==> config.mk <==
export PLATFORM = sky130hd
export DESIGN_NAME = alu_issue_stage_flat
export DESIGN_NICKNAME = d
export VERILOG_FILES = /design/src/rtl/alu_issue_stage_pkg.sv /design/src/rtl/alu_issue_stage_if.sv /design/src/rtl/alu_issue_stage_skid_buf.sv /design/src/rtl/alu_issue_stage.sv /design/src/flat_wrapper.sv
export SDC_FILE = /design/constraint.sdc
export NUM_CORES = 1
export LEC_CHECK = 0
export ABC_AREA = 1
export CORE_ASPECT_RATIO = 1.75
export CORE_UTILIZATION = 48
export DETAILED_ROUTE_END_ITERATION = 7
export PLACE_DENSITY = 0.85
export SYNTH_ARGS = -nofsm -noshare
export SYNTH_HDL_FRONTEND = slang
export SYNTH_HIERARCHICAL = 1
export SYNTH_SLANG_ARGS = --single-unit
==> constraint.sdc <==
create_clock -name CLK -period 2.5 [get_ports CLK]
set_input_delay 0.25 -clock CLK [delete_from_list [all_inputs] [get_ports CLK]]
set_output_delay 0.25 -clock CLK [all_outputs]
set_load 0.02 [all_outputs]
==> src/rtl/alu_issue_stage_pkg.sv <==
// Shared types for the ALU issue stage: opcodes, forwarding select,
// FSM states, the buffered entry layout and the forwarding-select helper.
package alu_issue_stage_pkg;

   typedef logic [31:0] word_t;
   typedef logic [4:0]  reg_idx_t;

   // ALU opcode encoding; 4'd9..4'd15 are illegal and are issued as ADD.
   typedef enum logic [3:0] {
      OP_ADD = 4'd0,
      OP_SUB = 4'd1,
      OP_AND = 4'd2,
      OP_OR  = 4'd3,
      OP_XOR = 4'd4,
      OP_SLL = 4'd5,
      OP_SRL = 4'd6,
      OP_SLT = 4'd7,
      OP_HLT = 4'd8
   } opcode_e;

   typedef enum logic [1:0] {
      FWD_NONE = 2'd0,
      FWD_EXM  = 2'd1,
      FWD_WB   = 2'd2
   } fwd_sel_e;

   typedef enum logic [1:0] {
      RUN       = 2'd0,
      HALT_PEND = 2'd1,
      HALTED    = 2'd2
   } state_e;

   // One buffered operation, already forwarded and opcode-sanitised.
   typedef struct packed {
      word_t       op1;
      word_t       op2;
      logic [3:0]  opcode;
      reg_idx_t    rd;
   } issue_entry_t;

   // EX/MEM wins over MEM/WB; register 0 is never forwarded.
   function automatic fwd_sel_e fwd_select(input logic     en,
                                           input reg_idx_t idx,
                                           input logic     exm_wen,
                                           input reg_idx_t exm_rd,
                                           input logic     wb_wen,
                                           input reg_idx_t wb_rd);
      fwd_sel_e sel;
      sel = FWD_NONE;
      if (en && (idx != '0)) begin
         if (exm_wen && (exm_rd == idx)) sel = FWD_EXM;
         else if (wb_wen && (wb_rd == idx)) sel = FWD_WB;
      end
      return sel;
   endfunction

endpackage

==> src/rtl/alu_issue_stage_if.sv <==
// Decode-side input bus and ALU-side output bus of the issue stage.
// Handshake: a transfer happens on a rising edge where valid && ready are
// both high; a producer holding valid keeps its payload stable until the
// transfer, and ready never depends on a combinational path through the
// payload.
interface alu_issue_stage_if;
   import alu_issue_stage_pkg::*;

   logic        in_valid;
   logic        in_ready;
   logic [3:0]  in_opcode;
   word_t       in_rs_val;
   word_t       in_rt_val;
   word_t       in_imm;
   logic        in_use_imm;
   reg_idx_t    in_rs_idx;
   reg_idx_t    in_rt_idx;
   reg_idx_t    in_rd_idx;

   logic        out_valid;
   logic        out_ready;
   word_t       op1;
   word_t       op2;
   logic [3:0]  opcode;
   reg_idx_t    out_rd;

   // Decode + ALU side (drives operations in, accepts results out).
   modport master (
      output in_valid, in_opcode, in_rs_val, in_rt_val, in_imm, in_use_imm,
             in_rs_idx, in_rt_idx, in_rd_idx, out_ready,
      input  in_ready, out_valid, op1, op2, opcode, out_rd
   );

   // Issue stage.
   modport slave (
      input  in_valid, in_opcode, in_rs_val, in_rt_val, in_imm, in_use_imm,
             in_rs_idx, in_rt_idx, in_rd_idx, out_ready,
      output in_ready, out_valid, op1, op2, opcode, out_rd
   );
endinterface

==> src/rtl/alu_issue_stage_skid_buf.sv <==
// Two-entry elastic buffer: the main entry drives the outputs directly
// (registered), the skid entry absorbs one push while main is stalled.
module issue_skid_buf
   import alu_issue_stage_pkg::*;
(
   input  logic         i_clk,
   input  logic         i_rst,
   input  logic         i_flush,
   input  logic         i_push,
   input  issue_entry_t i_data,
   input  logic         i_pop_ready,
   output logic         o_main_valid,
   output issue_entry_t o_main,
   output logic         o_skid_full
);

   logic         r_main_v;
   logic         r_skid_v;
   issue_entry_t r_main;
   issue_entry_t r_skid;
   logic         w_main_free;

   // Main can take new data when it is empty or being consumed this cycle.
   assign w_main_free = !r_main_v || i_pop_ready;

   // Entry update: skid drains into main first; pushes never arrive while skid is full.
   always_ff @(posedge i_clk) begin
      if (i_rst) begin
         r_main_v <= 1'b0;
         r_skid_v <= 1'b0;
         r_main   <= '0;
         r_skid   <= '0;
      end else if (i_flush) begin
         r_main_v <= 1'b0;
         r_skid_v <= 1'b0;
      end else if (w_main_free) begin
         if (r_skid_v) begin
            r_main   <= r_skid;
            r_main_v <= 1'b1;
            r_skid_v <= 1'b0;
         end else begin
            r_main_v <= i_push;
            if (i_push) r_main <= i_data;
         end
      end else if (i_push) begin
         r_skid   <= i_data;
         r_skid_v <= 1'b1;
      end
   end

   assign o_main_valid = r_main_v;
   assign o_main       = r_main;
   assign o_skid_full  = r_skid_v;

endmodule

==> src/rtl/alu_issue_stage.sv <==
// ALU issue stage: resolves operand forwarding at capture, sanitises the
// opcode, buffers up to two operations and tracks the halt sequence.
module alu_issue_stage
   import alu_issue_stage_pkg::*;
#(
   parameter logic FWD_EN = 1'b1
) (
   input  logic               CLK,
   input  logic               RST,
   alu_issue_stage_if.slave   bus,
   input  logic               exm_wen,
   input  reg_idx_t           exm_rd,
   input  word_t              exm_data,
   input  logic               wb_wen,
   input  reg_idx_t           wb_rd,
   input  word_t              wb_data,
   input  logic               flush,
   output logic               halted,
   output logic               illegal_op,
   output logic [15:0]        stall_cnt,
   output state_e             o_dbg_state
);

   state_e       r_state;
   state_e       w_state_nxt;
   logic         r_illegal;
   logic [15:0]  r_stall_cnt;

   logic         w_in_ready;
   logic         w_push;
   logic         w_pop;
   logic         w_flush;
   logic         w_illegal_in;
   fwd_sel_e     w_sel1;
   fwd_sel_e     w_sel2;
   issue_entry_t w_entry;
   issue_entry_t w_main;
   logic         w_main_valid;
   logic         w_skid_full;

   // Flush is ignored once halted; only reset leaves HALTED.
   assign w_flush    = flush && (r_state != HALTED);
   assign w_in_ready = !RST && !w_skid_full && (r_state == RUN) && !flush;
   assign w_push     = bus.in_valid && w_in_ready;
   assign w_pop      = w_main_valid && bus.out_ready;

   assign w_sel1       = fwd_select(FWD_EN, bus.in_rs_idx, exm_wen, exm_rd, wb_wen, wb_rd);
   assign w_sel2       = fwd_select(FWD_EN, bus.in_rt_idx, exm_wen, exm_rd, wb_wen, wb_rd);
   assign w_illegal_in = (bus.in_opcode > OP_HLT);

   // Capture-time operand selection and opcode sanitising.
   always_comb begin
      w_entry.op1    = bus.in_rs_val;
      w_entry.op2    = bus.in_rt_val;
      w_entry.opcode = w_illegal_in ? OP_ADD : bus.in_opcode;
      w_entry.rd     = bus.in_rd_idx;
      case (w_sel1)
         FWD_EXM: w_entry.op1 = exm_data;
         FWD_WB:  w_entry.op1 = wb_data;
         default: ;
      endcase
      case (w_sel2)
         FWD_EXM: w_entry.op2 = exm_data;
         FWD_WB:  w_entry.op2 = wb_data;
         default: ;
      endcase
      if (bus.in_use_imm) w_entry.op2 = bus.in_imm;
   end

   issue_skid_buf u_skid_buf (
      .i_clk        (CLK),
      .i_rst        (RST),
      .i_flush      (w_flush),
      .i_push       (w_push),
      .i_data       (w_entry),
      .i_pop_ready  (bus.out_ready),
      .o_main_valid (w_main_valid),
      .o_main       (w_main),
      .o_skid_full  (w_skid_full)
   );

   // Halt sequencing; an issued HLT takes precedence over a same-cycle flush.
   always_comb begin
      w_state_nxt = r_state;
      case (r_state)
         RUN: begin
            if (w_push && (w_entry.opcode == OP_HLT)) w_state_nxt = HALT_PEND;
         end
         HALT_PEND: begin
            if (w_pop && (w_main.opcode == OP_HLT)) w_state_nxt = HALTED;
            else if (flush)                          w_state_nxt = RUN;
         end
         HALTED:  w_state_nxt = HALTED;
         default: w_state_nxt = RUN;
      endcase
   end

   // State, sticky illegal flag and saturating stall counter.
   always_ff @(posedge CLK) begin
      if (RST) begin
         r_state     <= RUN;
         r_illegal   <= 1'b0;
         r_stall_cnt <= '0;
      end else begin
         r_state <= w_state_nxt;
         if (w_push && w_illegal_in) r_illegal <= 1'b1;
         if (w_main_valid && !bus.out_ready && (r_stall_cnt != 16'hFFFF))
            r_stall_cnt <= r_stall_cnt + 16'd1;
      end
   end

   assign bus.in_ready  = w_in_ready;
   assign bus.out_valid = w_main_valid;
   assign bus.op1       = w_main.op1;
   assign bus.op2       = w_main.op2;
   assign bus.opcode    = w_main.opcode;
   assign bus.out_rd    = w_main.rd;
   assign halted        = (r_state == HALTED);
   assign illegal_op    = r_illegal;
   assign stall_cnt     = r_stall_cnt;
   assign o_dbg_state   = r_state;

endmodule

==> src/flat_wrapper.sv <==
// flat-port wrapper written by rule: the top's interface ports become plain ports
module alu_issue_stage_flat import alu_issue_stage_pkg::*;
#(
   parameter logic FWD_EN = 1'b1
)
  (CLK, RST, exm_wen, exm_rd, exm_data, wb_wen, wb_rd, wb_data, flush, halted, illegal_op, stall_cnt, o_dbg_state, bus_in_valid, bus_in_opcode, bus_in_rs_val, bus_in_rt_val, bus_in_imm, bus_in_use_imm, bus_in_rs_idx, bus_in_rt_idx, bus_in_rd_idx, bus_out_ready, bus_in_ready, bus_out_valid, bus_op1, bus_op2, bus_opcode, bus_out_rd);
  alu_issue_stage_if bus_i ();
  input  logic CLK;
  input  logic RST;
  input  logic exm_wen;
  input  reg_idx_t exm_rd;
  input  word_t exm_data;
  input  logic wb_wen;
  input  reg_idx_t wb_rd;
  input  word_t wb_data;
  input  logic flush;
  output logic halted;
  output logic illegal_op;
  output logic [15:0] stall_cnt;
  output state_e o_dbg_state;
  input wire logic [$bits(bus_i.in_valid)-1:0] bus_in_valid;
  input wire logic [$bits(bus_i.in_opcode)-1:0] bus_in_opcode;
  input wire logic [$bits(bus_i.in_rs_val)-1:0] bus_in_rs_val;
  input wire logic [$bits(bus_i.in_rt_val)-1:0] bus_in_rt_val;
  input wire logic [$bits(bus_i.in_imm)-1:0] bus_in_imm;
  input wire logic [$bits(bus_i.in_use_imm)-1:0] bus_in_use_imm;
  input wire logic [$bits(bus_i.in_rs_idx)-1:0] bus_in_rs_idx;
  input wire logic [$bits(bus_i.in_rt_idx)-1:0] bus_in_rt_idx;
  input wire logic [$bits(bus_i.in_rd_idx)-1:0] bus_in_rd_idx;
  input wire logic [$bits(bus_i.out_ready)-1:0] bus_out_ready;
  output wire logic [$bits(bus_i.in_ready)-1:0] bus_in_ready;
  output wire logic [$bits(bus_i.out_valid)-1:0] bus_out_valid;
  output wire logic [$bits(bus_i.op1)-1:0] bus_op1;
  output wire logic [$bits(bus_i.op2)-1:0] bus_op2;
  output wire logic [$bits(bus_i.opcode)-1:0] bus_opcode;
  output wire logic [$bits(bus_i.out_rd)-1:0] bus_out_rd;
  assign bus_i.in_valid = bus_in_valid;
  assign bus_i.in_opcode = bus_in_opcode;
  assign bus_i.in_rs_val = bus_in_rs_val;
  assign bus_i.in_rt_val = bus_in_rt_val;
  assign bus_i.in_imm = bus_in_imm;
  assign bus_i.in_use_imm = bus_in_use_imm;
  assign bus_i.in_rs_idx = bus_in_rs_idx;
  assign bus_i.in_rt_idx = bus_in_rt_idx;
  assign bus_i.in_rd_idx = bus_in_rd_idx;
  assign bus_i.out_ready = bus_out_ready;
  assign bus_in_ready = bus_i.in_ready;
  assign bus_out_valid = bus_i.out_valid;
  assign bus_op1 = bus_i.op1;
  assign bus_op2 = bus_i.op2;
  assign bus_opcode = bus_i.opcode;
  assign bus_out_rd = bus_i.out_rd;
  alu_issue_stage #(.FWD_EN(FWD_EN)) u_core (.CLK(CLK), .RST(RST), .bus(bus_i), .exm_wen(exm_wen), .exm_rd(exm_rd), .exm_data(exm_data), .wb_wen(wb_wen), .wb_rd(wb_rd), .wb_data(wb_data), .flush(flush), .halted(halted), .illegal_op(illegal_op), .stall_cnt(stall_cnt), .o_dbg_state(o_dbg_state));
endmodule
# --- After elaboration in Yosys (flattened, before gate mapping) ---
# Cells that the tools add are included.
# Widths: inputs -> output; s select.
word_totals:
  regBits: 167
  input_bits: 197
  word_cells: 80
op_classes:
  addsub: 1
  order_cmp: 1
  eq_ne: 16
  n_mux: 17
  n_bitwise: 2
  n_reduce_logical: 30
ops:
  columns: ["cell", "count"]
  rows:
  - ["$mux 73", 2]
  - ["$pmux 32 s2", 2]
  - ["$mux 32", 1]
  - ["$eq 5x5->1", 4]
  - ["$mux 2", 9]
  - ["$add 16x1->16 const B", 1]
  - ["$ne 16x16->1 const B", 1]
  - ["$logic_and 1x1->1", 15]
  - ["$reduce_bool 5->1", 2]
  - ["$eq 4x4->1 const B", 2]
  - ["$eq 2x1->1 const B", 3]
  - ["$eq 2x2->1 const B", 3]
  - ["$pmux 2 s3", 1]
  - ["$reduce_and 3->1", 2]
  - ["$logic_not 1->1", 5]
  - ["$gt 4x4->1 const B", 1]
  - ["$mux 4", 1]
  - ["$ne 2x2->1 const B", 2]
  - ["$ne 3x2->1 const B", 1]
  - ["$reduce_or 3->1", 1]
  - ["$logic_not 2->1", 1]
  - ["$not 1->1", 2]
  - ["$reduce_and 2->1", 1]
  - ["$reduce_bool 2->1", 1]
  - ["other kinds (3)", 3]

# --- Depth between registers and ports, before layout ---
# Gate-level depths: netlist (run 1).
logic_depth:
  depth_word: 10
  depth_mapped: 18
  depth_no_buf: 17

# --- Hierarchy ---
# The synthesis (run 1) kept the hierarchy.
by_module_without_submodules:
  columns: ["mod", "n_inst", "cells_each", "area_each_um2"]
  rows:
  - ["issue_skid_buf", 1, 1032, 6536.3]
  - ["alu_issue_stage", 1, 597, 3085.5]

# --- Least setup slack after synthesis (run 1) ---
# No wires, ideal clock.
synth_timing:
  kind: "in2reg"
  start: "input port wb_rd[0]"
  end: "register u_core.u_skid_buf.r_main (netlist bit u_core/u_skid_buf/o_main[31])"
  setup_ns: 0.113
  arrival_ns: 2.096
  required_time_ns: 2.387
  slack_ns: 0.291
  cell_stages: 17
  path_buffers: 2
  path_cell_list: "inv_1 > nand2_1 > o21ai_0 > nor2_1 > nand4_1 > nor2_1 > inv_1 > ha_1 > clkbuf_1 > clkbuf_1 > a21oi_1 > a21oi_1 > o21ai_0 > nand2_1 > nand2_1 > nor2_1 > nor2_1"
synth_rtl:
  columns: ["element", "line_no", "source"]
  rows:
  - ["start: declaration", "flat_wrapper.sv:14", "input reg_idx_t wb_rd;"]
  - ["end signal: assignment", "alu_issue_stage_skid_buf.sv:38", "r_main <= r_skid;"]
  - ["end signal: assignment", "alu_issue_stage_skid_buf.sv:43", "if (i_push) r_main <= i_data;"]
  - ["end: declaration", "alu_issue_stage_skid_buf.sv:19", "issue_entry_t r_main;"]

==> run_summary.xml, run 1 <==
<?xml version="1.0" encoding="UTF-8"?>
<metrics>
  <group name="status">
    <metric name="status" unit="">completed</metric>
  </group>
  <group name="finish">
    <metric name="areaGrowthSynthToFinish" unit="%">43.2</metric>
    <metric name="multi_input_area" unit="um^2">5330</metric>
    <metric name="num-nets-final" unit="">2117</metric>
    <metric name="drive_gt1_share" unit="%">6.85</metric>
    <metric name="final_common_cell" unit="">nand2_1</metric>
    <metric name="instances_no_fill" unit="">2175</metric>
    <metric name="filler_cell_count" unit="">1653</metric>
    <metric name="ff_latch_area" unit="um^2">3340</metric>
    <metric name="layout_common_cells" unit="">533 x nand2_1, 391 x nor2_1, 291 x clkdlybuf4s50_1</metric>
  </group>
  <group name="critical_path">
    <metric name="cp-start-kind" unit="">primary input</metric>
    <metric name="cp-end-kind" unit="">flip-flop</metric>
    <metric name="worstPathMaxFanout" unit="">13</metric>
    <metric name="wp_buf_inv" unit="">4</metric>
    <metric name="critical-path-slowest-cell" unit="">clkdlybuf4s50_1</metric>
    <metric name="critPathTopFamily" unit="">simple AND/OR/NAND/NOR gates</metric>
    <metric name="data_arrival_time_of_the_worst_path" unit="ps">2740</metric>
    <metric name="worst_path_largest_cell_delay" unit="ps">480</metric>
    <metric name="worst-endpoint-required" unit="ps">2870</metric>
    <metric name="reg2reg_setup_slack" unit="ps">540</metric>
    <metric name="worst_r2r_startpoint" unit="">u_core/u_skid_buf/o_skid_full</metric>
    <metric name="timing.setup.critical_path_class" unit="">primary input to flip-flop</metric>
    <metric name="worstPathCellList" unit="">clkdlybuf4s50_1 &gt; inv_1 &gt; nand2_1 &gt; o21ai_0 &gt; nor2_1 &gt; nand4_1 &gt; nor2_1 &gt; ha_2 &gt; buf_12 &gt; clkbuf_16 &gt; a22o_1 &gt; nand2_1 &gt; a21oi_1 &gt; nand2_1 &gt; nand2_1 &gt; nor2_1 &gt; nor2_1</metric>
    <metric name="timing.critical_path.from" unit="">wb_rd[0]</metric>
  </group>
  <group name="sta">
    <metric name="timing_max_transition_violations_final" unit="">0</metric>
    <metric name="finalHoldViolCount" unit="">0</metric>
    <metric name="postLayoutSetupSlackWorst" unit="ps">133</metric>
    <metric name="final.min_clock_period" unit="ps">2370</metric>
    <metric name="worst_slew_pin_slew" unit="ps">916</metric>
    <metric name="fin_tns_setup" unit="ps">0</metric>
    <metric name="finClkSkew" unit="ps">9.57</metric>
    <metric name="clock.fmax" unit="GHz">0.422</metric>
    <metric name="report.final.setup_viol" unit="">0</metric>
    <metric name="timing.final.crit_share" unit="%">94.7</metric>
    <metric name="grt_setup_unrepaired" unit="">true</metric>
    <metric name="worst_slew_margin_rel" unit="%">39.0</metric>
  </group>
  <group name="global_route">
    <metric name="groute.usage.overall" unit="%">36.1</metric>
    <metric name="grt_max_degree" unit="">74</metric>
    <metric name="grt_pass1_wl" unit="um">56900</metric>
    <metric name="grt_pass1_vias" unit="">11200</metric>
    <metric name="grt_antenna_before_repair" unit="">3</metric>
    <metric name="overall_overflow_remaining_after_global_route" unit="">0</metric>
  </group>
  <group name="cts">
    <metric name="maximum_buffer_depth_of_the_clock_tree" unit="">2</metric>
    <metric name="tritoncts.num_buffers" unit="">17</metric>
    <metric name="tritoncts" unit="">done</metric>
    <metric name="clock_sink_count" unit="">167</metric>
    <metric name="cts.htree.levels" unit="">4</metric>
    <metric name="path_clk_slew" unit="ps">70</metric>
    <metric name="clk_latency" unit="ps">440</metric>
    <metric name="cts_hold_repair.buffers" unit="">0</metric>
    <metric name="cell_at_the_root_of_the_clock_tree" unit="">clkbuf_16</metric>
  </group>
  <group name="routing">
    <metric name="residual_drc_count" unit="">0</metric>
    <metric name="first_iter_violations" unit="">813</metric>
    <metric name="dr_total_vias" unit="">11700</metric>
    <metric name="detail-route-antenna-nets" unit="">0</metric>
    <metric name="totalWireLength" unit="um">37200</metric>
    <metric name="route.detailed.vias_per_inst" unit="">5.36</metric>
    <metric name="wire_per_inst" unit="um">17.1</metric>
    <metric name="detail_route.first_pass.iterations" unit="">6</metric>
  </group>
  <group name="floorplan">
    <metric name="floorplan.die_area" unit="um^2">20600</metric>
    <metric name="initial_utilization" unit="%">49.0</metric>
    <metric name="pin_count" unit="">292</metric>
    <metric name="floorplan.die.width" unit="um">109</metric>
    <metric name="coreArea" unit="um^2">19700</metric>
    <metric name="core.rowCount" unit="">68</metric>
    <metric name="die_outline_height" unit="um">189</metric>
  </group>
  <group name="synthesis">
    <metric name="post_synth.cell_area_avg" unit="um^2">5.91</metric>
    <metric name="ys.flop_type" unit="">dfxtp_1</metric>
    <metric name="yosysTopAreaCell" unit="">dfxtp_1</metric>
    <metric name="post_synth_num_cell_types" unit="">37</metric>
    <metric name="synth.area.top_cells" unit="">dfxtp_1 35%, nand2_1 21%, nor2_1 15%, a21oi_1 7.2%, inv_1 4.6%</metric>
    <metric name="synthesis.instances" unit="">1629</metric>
    <metric name="synth_seq_cells" unit="">167</metric>
    <metric name="synth_area" unit="um^2">9620</metric>
    <metric name="yosys.area.top_type_share" unit="%">34.7</metric>
    <metric name="synth_nets" unit="">1831</metric>
    <metric name="synthesis.yosys.warnings" unit="">6</metric>
    <metric name="ys_async_sr_fraction" unit="%">0</metric>
    <metric name="synth-edff-count" unit="">0</metric>
    <metric name="synth_seq_area_share" unit="%">34.7</metric>
  </group>
  <group name="worst_hold_path">
    <metric name="hold_start" unit="">bus_in_rd_idx[0]</metric>
    <metric name="min_path_type" unit="">primary input to flip-flop</metric>
  </group>
  <group name="power_and_ir_drop">
    <metric name="total_leakage_power" unit="nW">6.08</metric>
    <metric name="net-switching-power" unit="W">0.00182</metric>
    <metric name="p_per_area" unit="nW/um^2">480</metric>
    <metric name="comb_power_share" unit="%">18.0</metric>
    <metric name="intPower" unit="W">0.00480</metric>
    <metric name="p_clk_share" unit="%">40.6</metric>
    <metric name="peakVddDrop" unit="V">0.000497</metric>
    <metric name="swShare" unit="%">27.5</metric>
    <metric name="power.share.sequential" unit="%">41.4</metric>
  </group>
  <group name="placement">
    <metric name="preCtsSetupSlack" unit="ps">-339</metric>
    <metric name="numPortBuffers" unit="">291</metric>
    <metric name="finalWeightedCongestion" unit="">0.910</metric>
    <metric name="dp_hpwl" unit="um">26300</metric>
    <metric name="place.detailed.instances" unit="">2139</metric>
  </group>
  <group name="run">
    <metric name="max_cap_violations" unit="">0</metric>
  </group>
</metrics>
==> worst min-delay path: cells and delay by family <==
kind	cells	cell delay, ps
simple gates	1	50
compound gates	1	140
buf+inv	1	430
==> timing repair <==
action | CTS | global route
setup buffers | 0 | 1
resized for setup | 0 | 21
setup endpoints to repair | 0 | 39
endpoints found under the hold margin | 0 | 0
==> cell usage after synthesis, types with 7 or more instances <==
master      n
nand2_1   535
nor2_1    391
dfxtp_1   167
a21oi_1   138
inv_1     119
o21ai_1    70
clkbuf_1   41
buf_2      28
o21ai_0    25
a22o_1     18
buf_4      15
nand4_1    13
buf_6      10
nand3_1    10
xnor2_1     7
==> per-layer routing <==
layer	up-vias	share of wire, %	GRT usage [%]
met5	-	0	0
met4	0	8.0	28.5
met3	153	9.5	8.92
met2	658	48	59.2
met1	5219	35	38.7
li1	5624	-	-
==> state kept, by name, indices dropped and copies added (netlist names) <==
name,cells
u_core/illegal_op,1
u_core/o_dbg_state,2
u_core/stall_cnt,16
u_core/u_skid_buf/o_main,73
u_core/u_skid_buf/o_main_valid,1
u_core/u_skid_buf/o_skid_full,1
u_core/u_skid_buf/r_skid,73
==> stage by stage <==
stage	cell area [um^2]	total power (W)	utilization, %	hold WS, ps
after floorplan	9620	0.00330	-	319
after global placement	13100	0.00394	66.6	445
after detailed placement	13100	0.00395	66.6	472
after CTS	13700	0.00661	69.6	458
after global routing	13800	0.00686	70.1	473
final	13800	0.00662	70.1	473
==> cell type report <==
type	count	area share, %
diodes	3	0.0545
well taps	245	2.22
flip-flops and latches	167	24.3
clock buffers	17	3.09
clock inverters	14	1.17
repair buffers	364	27.1
multi-input cells	1239	38.7
inverters	126	3.45
==> power groups by stage <==
stage | clock network [W] | logic (W) | registers (W)
floorplan | 0 | 0.000454 | 0.00284
global placement | 0 | 0.00114 | 0.00280
detailed placement | 0 | 0.00115 | 0.00280
CTS | 0.00271 | 0.00116 | 0.00274
global route | 0.00283 | 0.00129 | 0.00274
finish | 0.00269 | 0.00119 | 0.00274
==> cells by family (layout without fill, tap and decap cells) <==
logic type | Yosys count | after routing | synth area share, %
compound gates | 264 | 264 | 14.9
xor+xnor | 12 | 12 | 1.09
fa+ha+maj | 5 | 5 | 0.650
buf+inv | 223 | 521 | 10.5
flops | 167 | 167 | 34.7
other cells | 0 | 3 | 0
simple gates | 958 | 958 | 38.2
==> worst paths after layout <==
kind                             endpoint  cells past startpoint
max          u_core/u_skid_buf/o_main[26]                     17
min           u_core/u_skid_buf/r_skid[0]                      3
max reg2reg  u_core/u_skid_buf/r_skid[57]                     10
min reg2reg  u_core/u_skid_buf/r_skid[27]                      2
No activity file was read; power rests on OpenSTA's default activity.
==> run 2, diff against run 1 <==
--- a/config.mk
+++ b/config.mk
@@ -8,9 +8,11 @@
 export ABC_AREA = 1
 export CORE_ASPECT_RATIO = 1.75
 export CORE_UTILIZATION = 48
+export CTS_CLUSTER_SIZE = 30
 export DETAILED_ROUTE_END_ITERATION = 7
 export PLACE_DENSITY = 0.85
 export SYNTH_ARGS = -nofsm -noshare
 export SYNTH_HDL_FRONTEND = slang
 export SYNTH_HIERARCHICAL = 1
 export SYNTH_SLANG_ARGS = --single-unit
+export TNS_END_PERCENT = 10
==> run_summary.xml, run 2 (synthesis gave the netlist of run 1 again) <==
<?xml version="1.0" encoding="UTF-8"?>
<metrics>
  <group name="status">
    <metric name="status" unit="">completed</metric>
  </group>
  <group name="global_route">
    <metric name="groute.usage.overall" unit="%">36.1</metric>
    <metric name="grt_pass1_vias" unit="">11200</metric>
    <metric name="overall_overflow_remaining_after_global_route" unit="">0</metric>
    <metric name="grt_antenna_before_repair" unit="">3</metric>
    <metric name="grt_pass1_wl" unit="um">56900</metric>
    <metric name="grt_max_degree" unit="">74</metric>
  </group>
  <group name="sta">
    <metric name="worst_slew_pin_slew" unit="ps">925</metric>
    <metric name="report.final.setup_viol" unit="">0</metric>
    <metric name="final.min_clock_period" unit="ps">2360</metric>
    <metric name="grt_setup_unrepaired" unit="">true</metric>
    <metric name="finClkSkew" unit="ps">9.37</metric>
    <metric name="worst_slew_margin_rel" unit="%">38.3</metric>
    <metric name="clock.fmax" unit="GHz">0.423</metric>
    <metric name="timing_max_transition_violations_final" unit="">0</metric>
    <metric name="finalHoldViolCount" unit="">0</metric>
    <metric name="timing.final.crit_share" unit="%">94.6</metric>
  </group>
  <group name="routing">
    <metric name="detail_route.first_pass.iterations" unit="">6</metric>
    <metric name="first_iter_violations" unit="">840</metric>
    <metric name="dr_total_vias" unit="">11600</metric>
    <metric name="detail-route-antenna-nets" unit="">0</metric>
    <metric name="wire_per_inst" unit="um">17.0</metric>
    <metric name="totalWireLength" unit="um">37000</metric>
    <metric name="residual_drc_count" unit="">0</metric>
    <metric name="route.detailed.vias_per_inst" unit="">5.36</metric>
  </group>
  <group name="placement">
    <metric name="numPortBuffers" unit="">291</metric>
    <metric name="finalWeightedCongestion" unit="">0.910</metric>
    <metric name="dp_hpwl" unit="um">26300</metric>
    <metric name="place_area" unit="um^2">13100</metric>
  </group>
  <group name="critical_path">
    <metric name="cp-start-kind" unit="">primary input</metric>
    <metric name="timing.setup.critical_path_class" unit="">primary input to flip-flop</metric>
    <metric name="worstPathCellList" unit="">clkdlybuf4s50_1 &gt; o21ai_0 &gt; a21oi_1 &gt; nand3_1 &gt; nor2_1 &gt; nand2_1 &gt; inv_1 &gt; ha_4 &gt; buf_12 &gt; a22o_1 &gt; nand2_1 &gt; a21oi_1 &gt; nand2_1 &gt; nand2_1 &gt; nor2_1 &gt; nor2_1</metric>
    <metric name="worst_r2r_startpoint" unit="">u_core/u_skid_buf/o_skid_full</metric>
    <metric name="worst-endpoint-required" unit="ps">2880</metric>
    <metric name="timing.critical_path.from" unit="">bus_in_rt_idx[0]</metric>
    <metric name="cp-end-kind" unit="">flip-flop</metric>
    <metric name="critical-path-top-cell-by-count" unit="">nand2_1</metric>
    <metric name="worstPathMaxFanout" unit="">22</metric>
    <metric name="critPathTopFamily" unit="">buffers and inverters</metric>
    <metric name="wp_buf_inv" unit="">3</metric>
    <metric name="critical-path-slowest-cell" unit="">clkdlybuf4s50_1</metric>
    <metric name="data_arrival_time_of_the_worst_path" unit="ps">2740</metric>
    <metric name="worst_path_largest_cell_delay" unit="ps">540</metric>
  </group>
  <group name="finish">
    <metric name="layout_common_cells" unit="">533 x nand2_1, 391 x nor2_1, 291 x clkdlybuf4s50_1</metric>
    <metric name="areaGrowthSynthToFinish" unit="%">42.7</metric>
    <metric name="ff_latch_area" unit="um^2">3340</metric>
    <metric name="multi_input_area" unit="um^2">5320</metric>
    <metric name="final_cell_area" unit="um^2">13700</metric>
    <metric name="drive_gt1_share" unit="%">6.60</metric>
    <metric name="filler_cell_count" unit="">1660</metric>
    <metric name="num-nets-final" unit="">2115</metric>
    <metric name="final_common_cell" unit="">nand2_1</metric>
    <metric name="fin_util" unit="%">69.8</metric>
  </group>
  <group name="floorplan">
    <metric name="core.rowCount" unit="">68</metric>
    <metric name="pin_count" unit="">292</metric>
    <metric name="die_outline_height" unit="um">189</metric>
    <metric name="coreArea" unit="um^2">19700</metric>
    <metric name="floorplan.die_area" unit="um^2">20600</metric>
    <metric name="initial_utilization" unit="%">49.0</metric>
    <metric name="floorplan.die.width" unit="um">109</metric>
  </group>
  <group name="cts">
    <metric name="path_clk_slew" unit="ps">70</metric>
    <metric name="cell_at_the_root_of_the_clock_tree" unit="">clkbuf_16</metric>
    <metric name="cts_hold_repair.buffers" unit="">0</metric>
    <metric name="clock_sink_count" unit="">167</metric>
    <metric name="maximum_buffer_depth_of_the_clock_tree" unit="">2</metric>
    <metric name="tritoncts" unit="">done</metric>
    <metric name="clk_latency" unit="ps">440</metric>
    <metric name="cts.htree.levels" unit="">4</metric>
    <metric name="tritoncts.num_buffers" unit="">17</metric>
  </group>
  <group name="power_and_ir_drop">
    <metric name="p_per_area" unit="nW/um^2">482</metric>
    <metric name="comb_power_share" unit="%">17.9</metric>
    <metric name="peakVddDrop" unit="V">0.000497</metric>
    <metric name="total_leakage_power" unit="nW">6.06</metric>
    <metric name="p_clk_share" unit="%">40.7</metric>
    <metric name="net-switching-power" unit="W">0.00182</metric>
    <metric name="swShare" unit="%">27.6</metric>
    <metric name="intPower" unit="W">0.00480</metric>
    <metric name="power.share.sequential" unit="%">41.4</metric>
  </group>
  <group name="run">
    <metric name="max_cap_violations" unit="">0</metric>
  </group>
  <group name="worst_hold_path">
    <metric name="min_path_type" unit="">primary input to flip-flop</metric>
    <metric name="hold_start" unit="">bus_in_rd_idx[0]</metric>
  </group>
</metrics>
## run 2: cell types whose count changed in the layout (fill, tap and decap cells not counted), sizes merged
| cell | before | now |
|---|---|---|
| clkbuf | 18 | 17 |
| buf | 72 | 71 |
## run 2: power groups by stage
stage | combinational [W] | sequential (W) | clock [W]
2_1_floorplan | 0.000454 | 0.00284 | 0
3_3_place_gp | 0.00114 | 0.00280 | 0
3_5_place_dp | 0.00115 | 0.00280 | 0
4_1_cts | 0.00116 | 0.00274 | 0.00271
5_1_grt | 0.00128 | 0.00274 | 0.00282
6_report | 0.00119 | 0.00274 | 0.00269
## run 2: repair_timing
action                                  4_1_cts  5_1_grt
resized for setup                             0       18
endpoints found under the setup margin        0       39
setup buffers                                 0        0
## run 2: final cells by class
class | instances | area share (%)
multi-input cells | 1239 | 38.8
inverters | 126 | 3.46
flip-flops and latches | 167 | 24.4
diodes | 3 | 0.0547
clock inverters | 14 | 1.18
clock buffers | 17 | 3.10
repair buffers | 362 | 26.9
well taps | 245 | 2.23
## run 2: worst paths after layout
| check | to | slack, ps | depth (start not counted) |
|---|---|---|---|
| max | u_core/u_skid_buf/o_main[14] | 140 | 16 |
| min | u_core/u_skid_buf/r_skid[0] | 470 | 3 |
| max reg2reg | u_core/u_skid_buf/o_main[16] | 520 | 10 |
| min reg2reg | u_core/u_skid_buf/r_skid[27] | 480 | 2 |
## run 2: metal layers
layer / routed length (um) / share of wire [%] / up-vias / track usage (%)
met2: 17700 / 48 / 634 / 59.2
met3: 3420 / 9.2 / 156 / 8.92
li1: - / - / 5614 / -
met4: 2970 / 8.0 / 0 / 28.5
met5: 0 / 0 / - / 0
met1: 13000 / 35 / 5242 / 38.7
## run 2: through the flow
| step | total power [W] | hold slack, ps | setup slack (ps) | std cells | TNS, ps |
|---|---|---|---|---|---|
| 2_1_floorplan | 0.00330 | 319 | 291 | 1629 | 0 |
| 3_3_place_gp | 0.00394 | 445 | -326 | 2139 | -19280 |
| 3_5_place_dp | 0.00395 | 472 | -339 | 2139 | -19930 |
| 4_1_cts | 0.00661 | 458 | 107 | 2170 | 0 |
| 5_1_grt | 0.00685 | 473 | -56.7 | 2173 | -59.9 |
| 6_report | 0.00662 | 469 | 136 | 2173 | 0 |
## run 2: tightest hold or removal path: stages
cell and delay [ps]:
clkdlybuf4s50_1 430, o21ai_1 140, nor2_1 50
